## config.mk

```make
export PLATFORM = sky130hd
export DESIGN_NAME = clock_mode_ctrl_flat
export DESIGN_NICKNAME = d
export VERILOG_FILES = /design/src/rtl/clock_mode_ctrl_if.sv /design/src/rtl/clock_mode_ctrl.sv /design/src/flat_wrapper.sv
export SDC_FILE = /design/constraint.sdc
export NUM_CORES = 1
export LEC_CHECK = 0
export ABC_CLOCK_PERIOD_IN_PS = 3600
export BUFFER_PORTS_ARGS = -buffer_cell sky130_fd_sc_hd__buf_2
export CAP_MARGIN = 20
export CORE_UTILIZATION = 57
export CTS_BUF_LIST = sky130_fd_sc_hd__clkbuf_8 sky130_fd_sc_hd__clkbuf_16
export DETAILED_ROUTE_END_ITERATION = 8
export HOLD_SLACK_MARGIN = 0.03
export PLACE_DENSITY = 0.81
export SLEW_MARGIN = 25
export SYNTH_ARGS = -nofsm -noshare
export SYNTH_HDL_FRONTEND = slang
export SYNTH_SLANG_ARGS = --single-unit
```

## constraint.sdc

```tcl
create_clock -name clk -period 3.6 [get_ports clk]
set_input_delay 0.36 -clock clk [delete_from_list [all_inputs] [get_ports clk]]
set_output_delay 0.36 -clock clk [all_outputs]
set_load 0.01 [all_outputs]
```

## src/rtl/clock_mode_ctrl_if.sv

```systemverilog
// Button/tick inputs and edit-control outputs of the clock mode controller.
// master drives buttons and tick; slave is the controller.
interface clock_mode_ctrl_if;
  logic       tick;
  logic       btn_mode;
  logic       btn_left;
  logic       btn_right;
  logic       btn_up;
  logic       btn_down;
  logic       edit_en;
  logic       edit_sel;
  logic       key_up;
  logic       key_down;
  logic       key_left;
  logic       key_right;
  logic       time_load;
  logic       alarm_load;
  logic       run_en;
  logic [2:0] state;

  modport master (
    output tick, btn_mode, btn_left, btn_right, btn_up, btn_down,
    input  edit_en, edit_sel, key_up, key_down, key_left, key_right,
           time_load, alarm_load, run_en, state
  );

  modport slave (
    input  tick, btn_mode, btn_left, btn_right, btn_up, btn_down,
    output edit_en, edit_sel, key_up, key_down, key_left, key_right,
           time_load, alarm_load, run_en, state
  );
endinterface

```

## src/rtl/clock_mode_ctrl.sv

```systemverilog
// Time-setting mode controller: button edge detection, RUN/EDIT/COMMIT FSM,
// key strobes, load strobes and idle timeout.
module clock_mode_ctrl #(
  parameter int unsigned TIMEOUT_TICKS = 10
) (
  input logic              clk,
  input logic              rst,
  clock_mode_ctrl_if.slave bus
);

  localparam int unsigned CW = $clog2(TIMEOUT_TICKS + 1);

  typedef enum logic [2:0] {
    RUN          = 3'd0,
    EDIT_TIME    = 3'd1,
    COMMIT_TIME  = 3'd2,
    EDIT_ALARM   = 3'd3,
    COMMIT_ALARM = 3'd4
  } state_t;

  // Bit order {mode, up, down, left, right}: higher bit wins arbitration.
  logic [4:0]    btn_raw, sync1, sync2, prev, edge_det, win;
  state_t        st, st_nxt;
  logic [CW-1:0] cnt, cnt_nxt;
  logic [3:0]    key_nxt;

  assign btn_raw  = {bus.btn_mode, bus.btn_up, bus.btn_down, bus.btn_left, bus.btn_right};
  assign edge_det = sync2 & ~prev;
  assign bus.state = st;

  always_comb begin
    win = '0;
    if (edge_det[4])      win[4] = 1'b1;
    else if (edge_det[3]) win[3] = 1'b1;
    else if (edge_det[2]) win[2] = 1'b1;
    else if (edge_det[1]) win[1] = 1'b1;
    else if (edge_det[0]) win[0] = 1'b1;
  end

  always_comb begin
    st_nxt  = st;
    cnt_nxt = '0;
    key_nxt = '0;
    case (st)
      RUN: if (win[4]) st_nxt = EDIT_TIME;
      EDIT_TIME, EDIT_ALARM: begin
        cnt_nxt = cnt;
        // A winning edge takes precedence over a coincident timeout tick.
        if (win[4]) begin
          st_nxt  = (st == EDIT_TIME) ? COMMIT_TIME : COMMIT_ALARM;
          cnt_nxt = '0;
        end else if (|win) begin
          key_nxt = win[3:0];
          cnt_nxt = '0;
        end else if (bus.tick) begin
          if (cnt == CW'(TIMEOUT_TICKS - 1)) begin
            st_nxt  = RUN;
            cnt_nxt = '0;
          end else begin
            cnt_nxt = cnt + CW'(1);
          end
        end
      end
      COMMIT_TIME:  st_nxt = EDIT_ALARM;
      COMMIT_ALARM: st_nxt = RUN;
      default:      st_nxt = RUN;
    endcase
  end

  // Outputs are decoded from the next state so they line up with st.
  always_ff @(posedge clk or negedge rst) begin
    if (!rst) begin
      sync1          <= '0;
      sync2          <= '0;
      prev           <= '0;
      st             <= RUN;
      cnt            <= '0;
      bus.key_up     <= 1'b0;
      bus.key_down   <= 1'b0;
      bus.key_left   <= 1'b0;
      bus.key_right  <= 1'b0;
      bus.edit_en    <= 1'b0;
      bus.edit_sel   <= 1'b0;
      bus.time_load  <= 1'b0;
      bus.alarm_load <= 1'b0;
      bus.run_en     <= 1'b1;
    end else begin
      sync1          <= btn_raw;
      sync2          <= sync1;
      prev           <= sync2;
      st             <= st_nxt;
      cnt            <= cnt_nxt;
      bus.key_up     <= key_nxt[3];
      bus.key_down   <= key_nxt[2];
      bus.key_left   <= key_nxt[1];
      bus.key_right  <= key_nxt[0];
      bus.edit_en    <= (st_nxt == EDIT_TIME) || (st_nxt == EDIT_ALARM);
      bus.edit_sel   <= (st_nxt == EDIT_ALARM) || (st_nxt == COMMIT_ALARM);
      bus.time_load  <= (st_nxt == COMMIT_TIME);
      bus.alarm_load <= (st_nxt == COMMIT_ALARM);
      bus.run_en     <= !((st_nxt == EDIT_TIME) || (st_nxt == COMMIT_TIME));
    end
  end

endmodule

```

## src/flat_wrapper.sv

```systemverilog
// flat-port wrapper written by rule: the top's interface ports become plain ports
module clock_mode_ctrl_flat 
#(
  parameter int unsigned TIMEOUT_TICKS = 10
)
  (clk, rst, bus_tick, bus_btn_mode, bus_btn_left, bus_btn_right, bus_btn_up, bus_btn_down, bus_edit_en, bus_edit_sel, bus_key_up, bus_key_down, bus_key_left, bus_key_right, bus_time_load, bus_alarm_load, bus_run_en, bus_state);
  clock_mode_ctrl_if bus_i ();
  input logic clk;
  input logic rst;
  input wire logic [$bits(bus_i.tick)-1:0] bus_tick;
  input wire logic [$bits(bus_i.btn_mode)-1:0] bus_btn_mode;
  input wire logic [$bits(bus_i.btn_left)-1:0] bus_btn_left;
  input wire logic [$bits(bus_i.btn_right)-1:0] bus_btn_right;
  input wire logic [$bits(bus_i.btn_up)-1:0] bus_btn_up;
  input wire logic [$bits(bus_i.btn_down)-1:0] bus_btn_down;
  output wire logic [$bits(bus_i.edit_en)-1:0] bus_edit_en;
  output wire logic [$bits(bus_i.edit_sel)-1:0] bus_edit_sel;
  output wire logic [$bits(bus_i.key_up)-1:0] bus_key_up;
  output wire logic [$bits(bus_i.key_down)-1:0] bus_key_down;
  output wire logic [$bits(bus_i.key_left)-1:0] bus_key_left;
  output wire logic [$bits(bus_i.key_right)-1:0] bus_key_right;
  output wire logic [$bits(bus_i.time_load)-1:0] bus_time_load;
  output wire logic [$bits(bus_i.alarm_load)-1:0] bus_alarm_load;
  output wire logic [$bits(bus_i.run_en)-1:0] bus_run_en;
  output wire logic [$bits(bus_i.state)-1:0] bus_state;
  assign bus_i.tick = bus_tick;
  assign bus_i.btn_mode = bus_btn_mode;
  assign bus_i.btn_left = bus_btn_left;
  assign bus_i.btn_right = bus_btn_right;
  assign bus_i.btn_up = bus_btn_up;
  assign bus_i.btn_down = bus_btn_down;
  assign bus_edit_en = bus_i.edit_en;
  assign bus_edit_sel = bus_i.edit_sel;
  assign bus_key_up = bus_i.key_up;
  assign bus_key_down = bus_i.key_down;
  assign bus_key_left = bus_i.key_left;
  assign bus_key_right = bus_i.key_right;
  assign bus_time_load = bus_i.time_load;
  assign bus_alarm_load = bus_i.alarm_load;
  assign bus_run_en = bus_i.run_en;
  assign bus_state = bus_i.state;
  clock_mode_ctrl #(.TIMEOUT_TICKS(TIMEOUT_TICKS)) u_core (.clk(clk), .rst(rst), .bus(bus_i));
endmodule
```

* After elaboration in Yosys (flattened, before gate mapping)
Index checks and enable logic that the tools add are counted.
** Cells by class
- Add/sub/neg operators :: 1
- Equal/unequal tests :: 9
- Multiplexer cells :: 24
- Bitwise operators :: 2
- Reduce and logical (&&, ||, !) cells :: 7
** Operators by type and width (count)
- 4-bit 2-to-1 mux :: 9
- 3-bit 2-to-1 mux :: 7
- 3-bit by 2-bit == test with 1-bit output (second input constant) :: 4
- 3-bit case mux with 3 select lines :: 1
- 3-bit by 1-bit == test with 1-bit output (second input constant) :: 2
- 1-bit 2-to-1 mux :: 6
- 5-bit bitwise AND :: 1
- 5-bit inverter :: 1
- 5-bit OR reduction :: 1
- 4-bit by 1-bit adder with 4-bit output (second input constant) :: 1
- 4-bit == test (second input constant) :: 1
- 4-bit by 2-bit inequality test with 1-bit output (second input constant) :: 1
- 3-bit == test (second input constant) :: 1
- 3-bit logical NOT :: 1
- 1-bit logical OR :: 3
- 2-bit 2-to-1 mux :: 1
- 2-bit OR reduction :: 1
- 1-bit logical NOT :: 1
** Word-level totals
- Register bits after elaboration :: 31
- Input bits :: 8
- Output and inout port bits :: 12
- Word-level logic and storage cells :: 57

* Depth between registers and ports, before layout
Gate-level depths: netlist of run 1.
- Depth after elaboration :: 14
- Gate-level depth with buffers :: 6
- Gate-level depth less buffers :: 6

* Least setup slack after synthesis of run 1
OpenSTA, ideal clock, no wires.
- Path kind :: reg2reg
- Start :: register u_core.cnt[0]
- End :: register u_core.bus.run_en
- Setup time :: 0.082 ns
- Arrival time :: 1.267 ns
- Data required time :: 3.518 ns
- Path slack :: 2.251 ns
- Stages on the path, launching flop included :: 5
- Buffers on the path :: 0
- Period minus slack after synthesis :: 1.349 ns
- Path through :: dfrtp_1 -> ha_1 -> and3b_1 -> and3_4 -> o31a_1
** Between the ends
- Longest elaborated chain between the ends :: 9
- Elaborated cells between the ends (all ways) :: 10
- Classes of those cells :: 3 x eq/ne; 5 x mux; 2 x reduce/logical
** RTL lines
- start: declaration :: RTL line clock_mode_ctrl.sv:24 : logic [CW-1:0] cnt, cnt_nxt;
- start signal: assignment :: RTL line clock_mode_ctrl.sv:92 : cnt <= cnt_nxt;
- 4-bit == test * :: RTL line clock_mode_ctrl.sv:56 : if (cnt == CW'(TIMEOUT_TICKS - 1)) begin
- 3-bit 2-to-1 mux * :: RTL line clock_mode_ctrl.sv:56
- 3-bit 2-to-1 mux * :: RTL line clock_mode_ctrl.sv:55 : end else if (bus.tick) begin
- 3-bit 2-to-1 mux * :: RTL line clock_mode_ctrl.sv:52 : end else if (|win) begin
- 3-bit 2-to-1 mux * :: RTL line clock_mode_ctrl.sv:49 : if (win[4]) begin
- 3-bit case mux with 3 select lines * :: RTL line clock_mode_ctrl.sv:44 : case (st)
- 3-bit by 1-bit == test with 1-bit output or 3-bit by 2-bit == test with 1-bit output (tied branches) :: RTL line clock_mode_ctrl.sv:101 : bus.run_en <= !((st_nxt == EDIT_TIME) || (st_nxt == COMMIT_TIME));
- 1-bit logical OR * :: RTL line clock_mode_ctrl.sv:101
- 1-bit logical NOT * :: RTL line clock_mode_ctrl.sv:101
- end signal: assignment :: RTL line clock_mode_ctrl.sv:101
- end: declaration :: RTL line clock_mode_ctrl_if.sv:30 : time_load, alarm_load, run_en, state
Mark *: on every way between the ends. The rest lies on a longest branch, timed or not.
A chain may end at the register's enable or synchronous reset.

* Worst setup path after layout of run 1
Same ends and word-level chain as after synthesis.

==> results of run 1 <==
cell type report:
type	count	area, um^2	share of cell area (%)
clock inverter	1	3.754	0.2740
inverter	1	3.754	0.2740
clock buffer	7	96.34	7.032
tap	25	31.28	2.283
sequential	31	777.0	56.71
multi-input combinational	51	362.8	26.48
timing repair buffer	19	95.09	6.941
worst max path at each step:
stage,start,to,slack (ns),cells past startpoint
finish,u_core.cnt[0]$_DFFE_PN0P_,u_core.bus.run_en$_DFF_PN1_,2.15,4
global route,u_core.cnt[0]$_DFFE_PN0P_,u_core.bus.run_en$_DFF_PN1_,2.13,4
CTS,u_core.cnt[0]$_DFFE_PN0P_,u_core.bus.run_en$_DFF_PN1_,2.16,4
detailed placement,u_core.cnt[0]$_DFFE_PN0P_,u_core.bus.run_en$_DFF_PN1_,2.17,4
global placement,u_core.cnt[0]$_DFFE_PN0P_,u_core.bus.run_en$_DFF_PN1_,2.21,4
floorplan,u_core.cnt[0]$_DFFE_PN0P_,u_core.bus.run_en$_DFF_PN1_,2.25,4
flip-flops by register name (all words and copies together) (netlist names), 3 cells and up:
signal / cells
u_core.cnt: 4
u_core.bus.state: 3
u_core.sync2: 5
u_core.sync1: 5
u_core.prev: 5
metrics by stage:
step / worst slack (ns) / instances / area, um^2 / hold WS (ns)
5_1_grt: 2.125 / 135 / 1370 / 0.1553
6_report: 2.154 / 135 / 1370 / 0.1007
2_1_floorplan: 2.251 / 83 / 1144 / 0.06441
4_1_cts: 2.158 / 135 / 1370 / 0.1169
3_3_place_gp: 2.214 / 127 / 1270 / 0.3332
3_5_place_dp: 2.172 / 127 / 1270 / 0.3396
synth_stat cells (all sizes together):
library cell	instances	area (um^2)
nor3b	1	7.510
nor3	2	10.01
dfrtp	30	750.7
inv	1	3.750
o32ai	3	33.79
nand2	6	22.52
and4b	1	10.01
dfstp	1	26.28
ha	2	25.02
a31oi	1	6.260
and3b	1	8.760
nand2b	7	73.82
mux2i	3	30.03
and4	1	11.26
a211oi	1	7.510
and3	3	23.77
o21ai	2	10.01
nor2	10	37.54
o31a	1	8.760
a21boi	1	7.510
nor2b	2	12.51
or3	1	6.260
a21oi	2	10.01
worst max-delay path: stages, from the launching register on:
cell and delay [ns]:
dfrtp_1 0.43, ha_1 0.25, and3b_1 0.21, and3_4 0.21, o31a_1 0.27
report_power, final:
part	total [mW]	internal [mW]	switching (mW)
sequential	0.439	0.399	0.0397
clock	0.283	0.171	0.112
combinational	0.168	0.0772	0.0907
metal layers:
| metal | global-route usage, % | part of all wire, % |
|---|---|---|
| met1 | 20.90 | 40 |
| met2 | 30.56 | 50 |
| met3 | 10.38 | 6.5 |
| met4 | 13.71 | 3.1 |
| met5 | 0 | 0 |
logic make-up after synthesis:
| group | count (synthesis) |
|---|---|
| mux | 3 |
| compound gates | 11 |
| simple gates | 35 |
| buf+inv | 1 |
| fa+ha+maj | 2 |
| flops | 31 |
==> metrics.cfg, run 1 <==
[timing]
post-route-period-util_pct = 40.17
max_freq_mhz = 691.5
hold_viol = 0
period_minus_slack_ns = 1.446
setup_viol = 0
tns_ns = 0
rsz0062_at_grt = false
maxSlewViolCount = 0
worst_pin_slew_ns = 0.6329
skew_ns = 0.004555
slew_headroom_pct = 57.81

[cells_and_area]
utilization_pct = 76.04
layout_common_cells = 30 x dfrtp_1, 19 x buf_2, 10 x nor2_1, 7 x clkbuf_8, 6 x nand2_1
drive_gt1_share_pct = 30.91
nets = 119
area_growth_pct = 19.80
mostFrequentLayoutCell = dfrtp_1
diodes = 0
fillers = 123

[setup_path]
reg2reg_to = u_core.bus.run_en$_DFF_PN1_
r2r_cells = 4
timing.rr.start = u_core.cnt[0]$_DFFE_PN0P_
path_max_fanout = 6
critPathCaptureType = register
start_kind = register
path_class = register to register
worst_ep_required_time_ns = 3.81
rrSetupSlack_ns = 2.15
cp.arrival_ns = 1.65

[synth]
synth.distinct_cells = 26
yosys.area_share.simple_pct = 19.58
ys_ff_latch = 31
synth.area.mux_share_pct = 2.626
synth-compound-area-share_pct = 7.330
avgSynthCellArea_um2 = 13.78
synth_xor_area_share_pct = 0
syn_inst = 83
synth_top_family_by_area = simple AND/OR/NAND/NOR gates
synthAdderAreaFrac_pct = 2.188
synth_nets = 93
synth_area_um2 = 1144
seq_area_frac_synth_pct = 67.94
yosysWarnings = 0

[floorplanning]
num_io_pins = 20
initial_core_util_pct = 63.47
die_h_um = 46.79
fp-row-count = 15
dieArea_um2 = 2189
core_um2 = 1802
chipWidth_um = 46.79

[route]
routed_wl_mm = 1.703
via_per_inst = 5.259
drc = 0
antenna_left = 0
vias = 710
dr.pass1.iters = 6
drtIter0Drc = 9
wl_per_cell_um = 12.61

[outcome]
status = finished, final reports clean

[global_routing]
grt_pass1_vias = 622
grt_overflow = 0
grt_max_degree = 32
grt_pass1_wl_mm = 2.628
grt_usage_pct = 19.79
antenna_found_initial = 0

[power_and_ir_drop]
power_density_nw_per_um2 = 649.1
leakagePower_nw = 0.6815
p_total_uw = 889.4
ir_worst_vdd_uv = 618.8

[clock_tree]
clk_latency_ns = 0.28
cts_made_buffers = 5
cts_resized = 0
root_buffer = clkbuf_8
ctsHoldBuffers = 0
path_clk_slew_ns = 0.06
cts_max_level = 2
cts_sinks = 31
clockBufferDepth = 2
cts_tree = yes
post-cts-setup-buffer-count = 0

[place]
hpwlAfterDp_mm = 1.146
gp_congestion = 0.7460
portBuffers = 19

[flow_run]
maxCapViolCount = 0

[worst_hold_path]
hold_path.class = input pin to async pin

No activity file was read; power rests on OpenSTA's default activity.
==> run 2: changes to the inputs <==
--- a/config.mk
+++ b/config.mk
@@ -5,14 +5,14 @@
 export SDC_FILE = /design/constraint.sdc
 export NUM_CORES = 1
 export LEC_CHECK = 0
-export ABC_CLOCK_PERIOD_IN_PS = 3600
+export ABC_CLOCK_PERIOD_IN_PS = 1200
 export BUFFER_PORTS_ARGS = -buffer_cell sky130_fd_sc_hd__buf_2
 export CAP_MARGIN = 20
-export CORE_UTILIZATION = 57
+export CORE_UTILIZATION = 48
 export CTS_BUF_LIST = sky130_fd_sc_hd__clkbuf_8 sky130_fd_sc_hd__clkbuf_16
 export DETAILED_ROUTE_END_ITERATION = 8
 export HOLD_SLACK_MARGIN = 0.03
-export PLACE_DENSITY = 0.81
+export PLACE_DENSITY = 0.73
 export SLEW_MARGIN = 25
 export SYNTH_ARGS = -nofsm -noshare
 export SYNTH_HDL_FRONTEND = slang
==> constraint.sdc (replaced) <==
create_clock -name clk -period 1.2 [get_ports clk]
set_input_delay 0.12 -clock clk [delete_from_list [all_inputs] [get_ports clk]]
set_output_delay 0.12 -clock clk [all_outputs]
set_load 0.01 [all_outputs]
==> metrics.cfg, run 2 (synthesized netlist as in run 1, its figures left out) <==
[cells_and_area]
multiInputGateArea_um2 = 370.4  ; was 362.8 um^2
fin_area_um2 = 1476  ; was 1370 um^2
stdcell_count = 149  ; was 135
area_growth_pct = 29.10  ; was 19.80%
register_area_um2 = 778.2  ; was 777.0 um^2
mostFrequentLayoutCell = dfrtp_1  ; unchanged
fillers = 172  ; was 123
reg_top3 = u_core.prev: 5 flops, u_core.sync1: 5 flops, u_core.sync2: 5 flops  ; unchanged
utilization_pct = 66.11  ; was 76.04%
drive_gt1_share_pct = 36.36  ; was 30.91%
diodes = 0  ; unchanged
layout_common_cells = 29 x dfrtp_1, 19 x buf_2, 9 x nor2_1, 6 x nand2_1, 6 x dlygate4sd3_1  ; was 30 x dfrtp_1, 19 x buf_2, 10 x nor2_1, 7 x clkbuf_8, 6 x nand2_1
nets = 130  ; was 119

[timing]
period_minus_slack_ns = 1.258  ; was 1.446 ns
skew_ns = 0.005462  ; was 0.004555 ns
rsz0062_at_grt = true  ; was false
maxSlewViolCount = 0  ; unchanged
hold_viol = 0  ; unchanged
setup_slack_ns = -0.05821  ; was 2.154 ns
setup_viol = 5  ; was 0
worst_pin_slew_ns = 0.2818  ; was 0.6329 ns
max_freq_mhz = 794.8  ; was 691.5 MHz
slew_headroom_pct = 81.21  ; was 57.81%
post-route-period-util_pct = 104.9  ; was 40.17%

[route]
drtIter0Drc = 9  ; unchanged
dr.pass1.iters = 3  ; was 6
routed_wl_mm = 1.900  ; was 1.703 mm
vias = 757  ; was 710
antenna_left = 0  ; unchanged
drc = 0  ; unchanged
wl_per_cell_um = 12.75  ; was 12.61 um
via_per_inst = 5.081  ; was 5.259

[worst_hold_path]
min_from = bus_tick
min_path_cells = 3
hold_path.class = input pin to register  ; was input pin to async pin
hold_end = u_core.cnt[1]$_DFFE_PN0P_

[place]
portBuffers = 19  ; unchanged
gp_congestion = 0.8033  ; was 0.7460
dp_cells = 135  ; was 127
preCtsSetupSlack_ns = -0.04348  ; was 2.172 ns
hpwlAfterDp_mm = 1.320  ; was 1.146 mm
dpl_cell_area_um2 = 1326  ; was 1270 um^2

[global_routing]
grt_pass1_vias = 818  ; was 622
grt_overflow = 0  ; unchanged
grt_pass1_wl_mm = 3.401  ; was 2.628 mm
antenna_found_initial = 0  ; unchanged
grt_max_degree = 32  ; unchanged
grt_usage_pct = 19.19  ; was 19.79%

[floorplanning]
die_h_um = 50.81  ; was 46.79 um
num_io_pins = 20  ; unchanged
chipWidth_um = 50.81  ; was 46.79 um
initial_core_util_pct = 51.20  ; was 63.47%
fp-row-count = 17  ; was 15
dieArea_um2 = 2582  ; was 2189 um^2
core_um2 = 2233  ; was 1802 um^2

[outcome]
status = finished, violations left  ; was finished, final reports clean
failed_checks = setup timing

[clock_tree]
cts_max_level = 2  ; unchanged
clockBufferDepth = 2  ; unchanged
clk_latency_ns = 0.28  ; about the same
cts_tree = yes  ; unchanged
post-cts-setup-buffer-count = 0  ; unchanged
path_clk_slew_ns = 0.06  ; about the same
root_buffer = clkbuf_8  ; unchanged
cts_made_buffers = 5  ; unchanged
cts_sinks = 31  ; unchanged

[setup_path]
critPathCaptureType = register  ; unchanged
path_class = register to register  ; unchanged
timing.rr.start = u_core.cnt[1]$_DFFE_PN0P_  ; was u_core.cnt[0]$_DFFE_PN0P_
r2r_cells = 5  ; was 4
start_kind = register  ; unchanged
rrSetupSlack_ns = -0.06  ; was 2.15 ns
cp.arrival_ns = 1.47  ; was 1.65 ns
worst_ep_required_time_ns = 1.41  ; was 3.81 ns
path_max_fanout = 5  ; was 6
reg2reg_to = u_core.bus.run_en$_DFF_PN1_  ; unchanged

[power_and_ir_drop]
ir_worst_vdd_uv = 1582  ; was 618.8 uV
power_density_nw_per_um2 = 1784  ; was 649.1 nW/um^2
leakagePower_nw = 0.7281  ; was 0.6815 nW

[flow_run]
maxCapViolCount = 0  ; unchanged

-- run 2: cell count changes in the layout (fill, tap and decap cells not counted), moves of 2 or more --
cell           change
clkinv_2           +3
dlygate4sd3_1      +6
buf_4              +4
clkbuf_8           -2
-- run 2: final cells by class --
type / count / share of cell area [%]
clock inverter: 3 / 1.017
multi-input combinational: 51 / 25.08
sequential: 31 / 52.71
tap: 28 / 2.373
timing repair buffer: 30 / 13.90
inverter: 1 / 0.2542
clock buffer: 5 / 4.661
-- run 2: metal layers --
| metal | GRT usage, % | vias up | wire length [um] |
|---|---|---|---|
| li1 | - | 362 | - |
| met5 | 0 | - | 0 |
| met1 | 22.11 | 375 | 809 |
| met3 | 5.357 | 7 | 63 |
| met2 | 30.44 | 13 | 973 |
| met4 | 14.35 | 0 | 53 |
-- run 2: worst max-delay path by stage --
stage                                   start                       endpoint  slack, ns
global placement    u_core.cnt[1]$_DFFE_PN0P_    u_core.bus.run_en$_DFF_PN1_      -0.01
CTS                 u_core.cnt[1]$_DFFE_PN0P_    u_core.bus.run_en$_DFF_PN1_      -0.06
finish              u_core.cnt[1]$_DFFE_PN0P_    u_core.bus.run_en$_DFF_PN1_      -0.06
global route        u_core.cnt[1]$_DFFE_PN0P_  u_core.bus.edit_sel$_DFF_PN0_      -0.11
detailed placement  u_core.cnt[1]$_DFFE_PN0P_    u_core.bus.run_en$_DFF_PN1_      -0.04
floorplan           u_core.cnt[1]$_DFFE_PN0P_    u_core.bus.run_en$_DFF_PN1_      -0.05
-- run 2: repair_timing --
action	in CTS	in global routing
hold buffers	6	0
hold endpoints to repair	36	0
resized for setup	0	4
endpoints found under the setup margin	5	12
-- run 2: power breakdown --
part	leakage, nW	internal (mW)	switching, mW
combinational	0.299	0.273	0.297
clock	0.0477	0.395	0.361
sequential	0.381	1.20	0.107
total	0.728	1.87	0.765
-- run 2: worst max-delay path: stages, from the launching register on --
cell	delay, ns
dfrtp_1	0.34
inv_1	0.05
ha_2	0.17
and3b_1	0.20
and3_4	0.18
o31a_1	0.24
-- run 2: per-stage QoR --
step / hold slack, ns / setup TNS [ns] / total power, mW
4_1_cts: 0.2002 / -0.2438 / 2.655
3_3_place_gp: 0.08042 / -0.01517 / 1.851
3_5_place_dp: 0.08199 / -0.1420 / 1.875
2_1_floorplan: -0.1756 / -0.08371 / 1.633
5_1_grt: 0.2331 / -0.7392 / 2.782
6_report: 0.1996 / -0.2184 / 2.633
==> run 3: changes to the inputs <==
--- a/config.mk
+++ b/config.mk
@@ -17,3 +17,4 @@
 export SYNTH_ARGS = -nofsm -noshare
 export SYNTH_HDL_FRONTEND = slang
 export SYNTH_SLANG_ARGS = --single-unit
+export TNS_END_PERCENT = 20
==> metrics.cfg, run 3 (synthesized netlist as in run 1, its figures left out) <==
[outcome]
status = finished, violations left  ; unchanged
failed_checks = setup timing  ; unchanged

[cells_and_area]
nets = 131  ; was 130
fin_area_um2 = 1493  ; was 1476 um^2
utilization_pct = 66.83  ; was 66.11%
area_growth_pct = 30.53  ; was 29.10%
stdcell_count = 150  ; was 149
diodes = 0  ; unchanged
mostFrequentLayoutCell = dfrtp_1  ; unchanged
reg_top3 = u_core.prev: 5 flops, u_core.sync1: 5 flops, u_core.sync2: 5 flops  ; unchanged
drive_gt1_share_pct = 36.89  ; was 36.36%
layout_common_cells = 29 x dfrtp_1, 19 x buf_2, 8 x nor2_1, 7 x clkbuf_8  ; was 29 x dfrtp_1, 19 x buf_2, 9 x nor2_1, 6 x nand2_1, 6 x dlygate4sd3_1

[route]
dr.pass1.iters = 4  ; was 3
wl_met3_um = 88  ; was 63 um
wl_met1_um = 846  ; was 809 um
wl_met2_mm = 1.012  ; was 973 um
drtIter0Drc = 17  ; was 9
wl_per_cell_um = 13.19  ; was 12.75 um
via_per_inst = 5.007  ; was 5.081
antenna_left = 0  ; unchanged
drc = 0  ; unchanged
vias = 751  ; was 757
routed_wl_mm = 1.979  ; was 1.900 mm
dr.max_layer_used = met4  ; unchanged

[worst_hold_path]
hold_path.class = input pin to register  ; unchanged
min_path_cells = 3  ; unchanged
min_from = bus_tick  ; unchanged

[timing]
setup_viol = 8  ; was 5
skew_ns = 0.005113  ; was 0.005462 ns
tns_ns = -0.3797  ; was -0.2184 ns
worst_hold_slack_ns = 0.2016  ; was 0.1996 ns
worst_pin_slew_ns = 0.3785  ; was 0.2818 ns
rsz0062_at_grt = true  ; unchanged
max_freq_mhz = 781.7  ; was 794.8 MHz
period_minus_slack_ns = 1.279  ; was 1.258 ns
maxSlewViolCount = 0  ; unchanged
slew_headroom_pct = 74.76  ; was 81.21%
setup_slack_ns = -0.07924  ; was -0.05821 ns
post-route-period-util_pct = 106.6  ; was 104.9%
hold_viol = 0  ; unchanged

[place]
dp_cells = 136  ; was 135
portBuffers = 19  ; unchanged
preCtsSetupSlack_ns = -0.05206  ; was -0.04348 ns
hpwlAfterDp_mm = 1.287  ; was 1.320 mm
gp_congestion = 0.7628  ; was 0.8033
dpl_cell_area_um2 = 1321  ; was 1326 um^2

[power_and_ir_drop]
ir_worst_vdd_uv = 1248  ; was 1582 uV
leakagePower_nw = 0.7353  ; was 0.7281 nW
p_total_mw = 2.745  ; was 2.633 mW
power_density_nw_per_um2 = 1839  ; was 1784 nW/um^2

[setup_path]
cp.arrival_ns = 1.49  ; was 1.47 ns
worst_ep_required_time_ns = 1.41  ; about the same
r2r_cells = 4  ; was 5
timing.rr.start = u_core.cnt[0]$_DFFE_PN0P_  ; was u_core.cnt[1]$_DFFE_PN0P_
path_max_fanout = 5  ; unchanged
start_kind = register  ; unchanged
critPathCaptureType = register  ; unchanged
path_class = register to register  ; unchanged
startpoint = u_core.cnt[0]$_DFFE_PN0P_  ; was u_core.cnt[1]$_DFFE_PN0P_

[floorplanning]
dieArea_um2 = 2582  ; unchanged
chipWidth_um = 50.81  ; unchanged
initial_core_util_pct = 51.20  ; unchanged
num_io_pins = 20  ; unchanged
fp-row-count = 17  ; unchanged
core_um2 = 2233  ; unchanged
die_h_um = 50.81  ; unchanged

[clock_tree]
clk_latency_ns = 0.28  ; about the same
cts_max_level = 2  ; unchanged
path_clk_slew_ns = 0.06  ; about the same
cts_tree = yes  ; unchanged
cts_made_buffers = 5  ; unchanged
root_buffer = clkbuf_8  ; unchanged
cts_sinks = 31  ; unchanged
post-cts-setup-buffer-count = 0  ; unchanged
clockBufferDepth = 2  ; unchanged

[global_routing]
grt_pass1_vias = 778  ; was 818
grt_pass1_wl_mm = 3.374  ; was 3.401 mm
grt_overflow = 0  ; unchanged
grt_max_degree = 32  ; unchanged
grt_usage_pct = 19.56  ; was 19.19%
antenna_found_initial = 0  ; unchanged

[flow_run]
maxCapViolCount = 0  ; unchanged

[run 3: layer usage]
layer	up-vias	GRT usage (%)
met3	4	9.821
li1	364	-
met5	-	0
met2	17	29.78
met4	0	14.35
met1	366	20.81
[run 3: final timing paths]
check,end,slack (ns)
max,u_core.bus.run_en$_DFF_PN1_,-0.08
min,u_core.cnt[0]$_DFFE_PN0P_,0.20
max reg2reg,u_core.bus.run_en$_DFF_PN1_,-0.08
min reg2reg,u_core.sync2[3]$_DFF_PN0_,0.35
max in group asynchronous,u_core.bus.run_en$_DFF_PN1_,0.51
min in group asynchronous,u_core.prev[0]$_DFF_PN0_,0.38
[run 3: timing repair]
action,4_1_cts,5_1_grt
pin swaps,1,1
hold endpoints to repair,35,0
resized for setup,0,5
hold buffers,6,0
endpoints found under the setup margin,8,10
[run 3: final cells by class]
| cell class | instances | area [um^2] |
|---|---|---|
| clock inverter | 1 | 3.754 |
| sequential | 31 | 778.2 |
| fill | 166 | 740.7 |
| clock buffer | 7 | 96.34 |
| tap | 28 | 35.03 |
| multi-input combinational | 51 | 371.6 |
| timing repair buffer | 31 | 203.9 |
| inverter | 1 | 3.754 |
[run 3: critical path, cell delays in order, from the launching register on]
cell     delay, ns
dfrtp_1       0.39
ha_2          0.18
and3b_2       0.23
and3_4        0.17
o31a_1        0.24
[run 3: where the power goes]
part | internal [mW] | leakage, nW | switching [mW]
registers | 1.20 | 0.381 | 0.107
clock network | 0.514 | 0.0557 | 0.355
logic | 0.271 | 0.298 | 0.298
total | 1.98 | 0.735 | 0.760
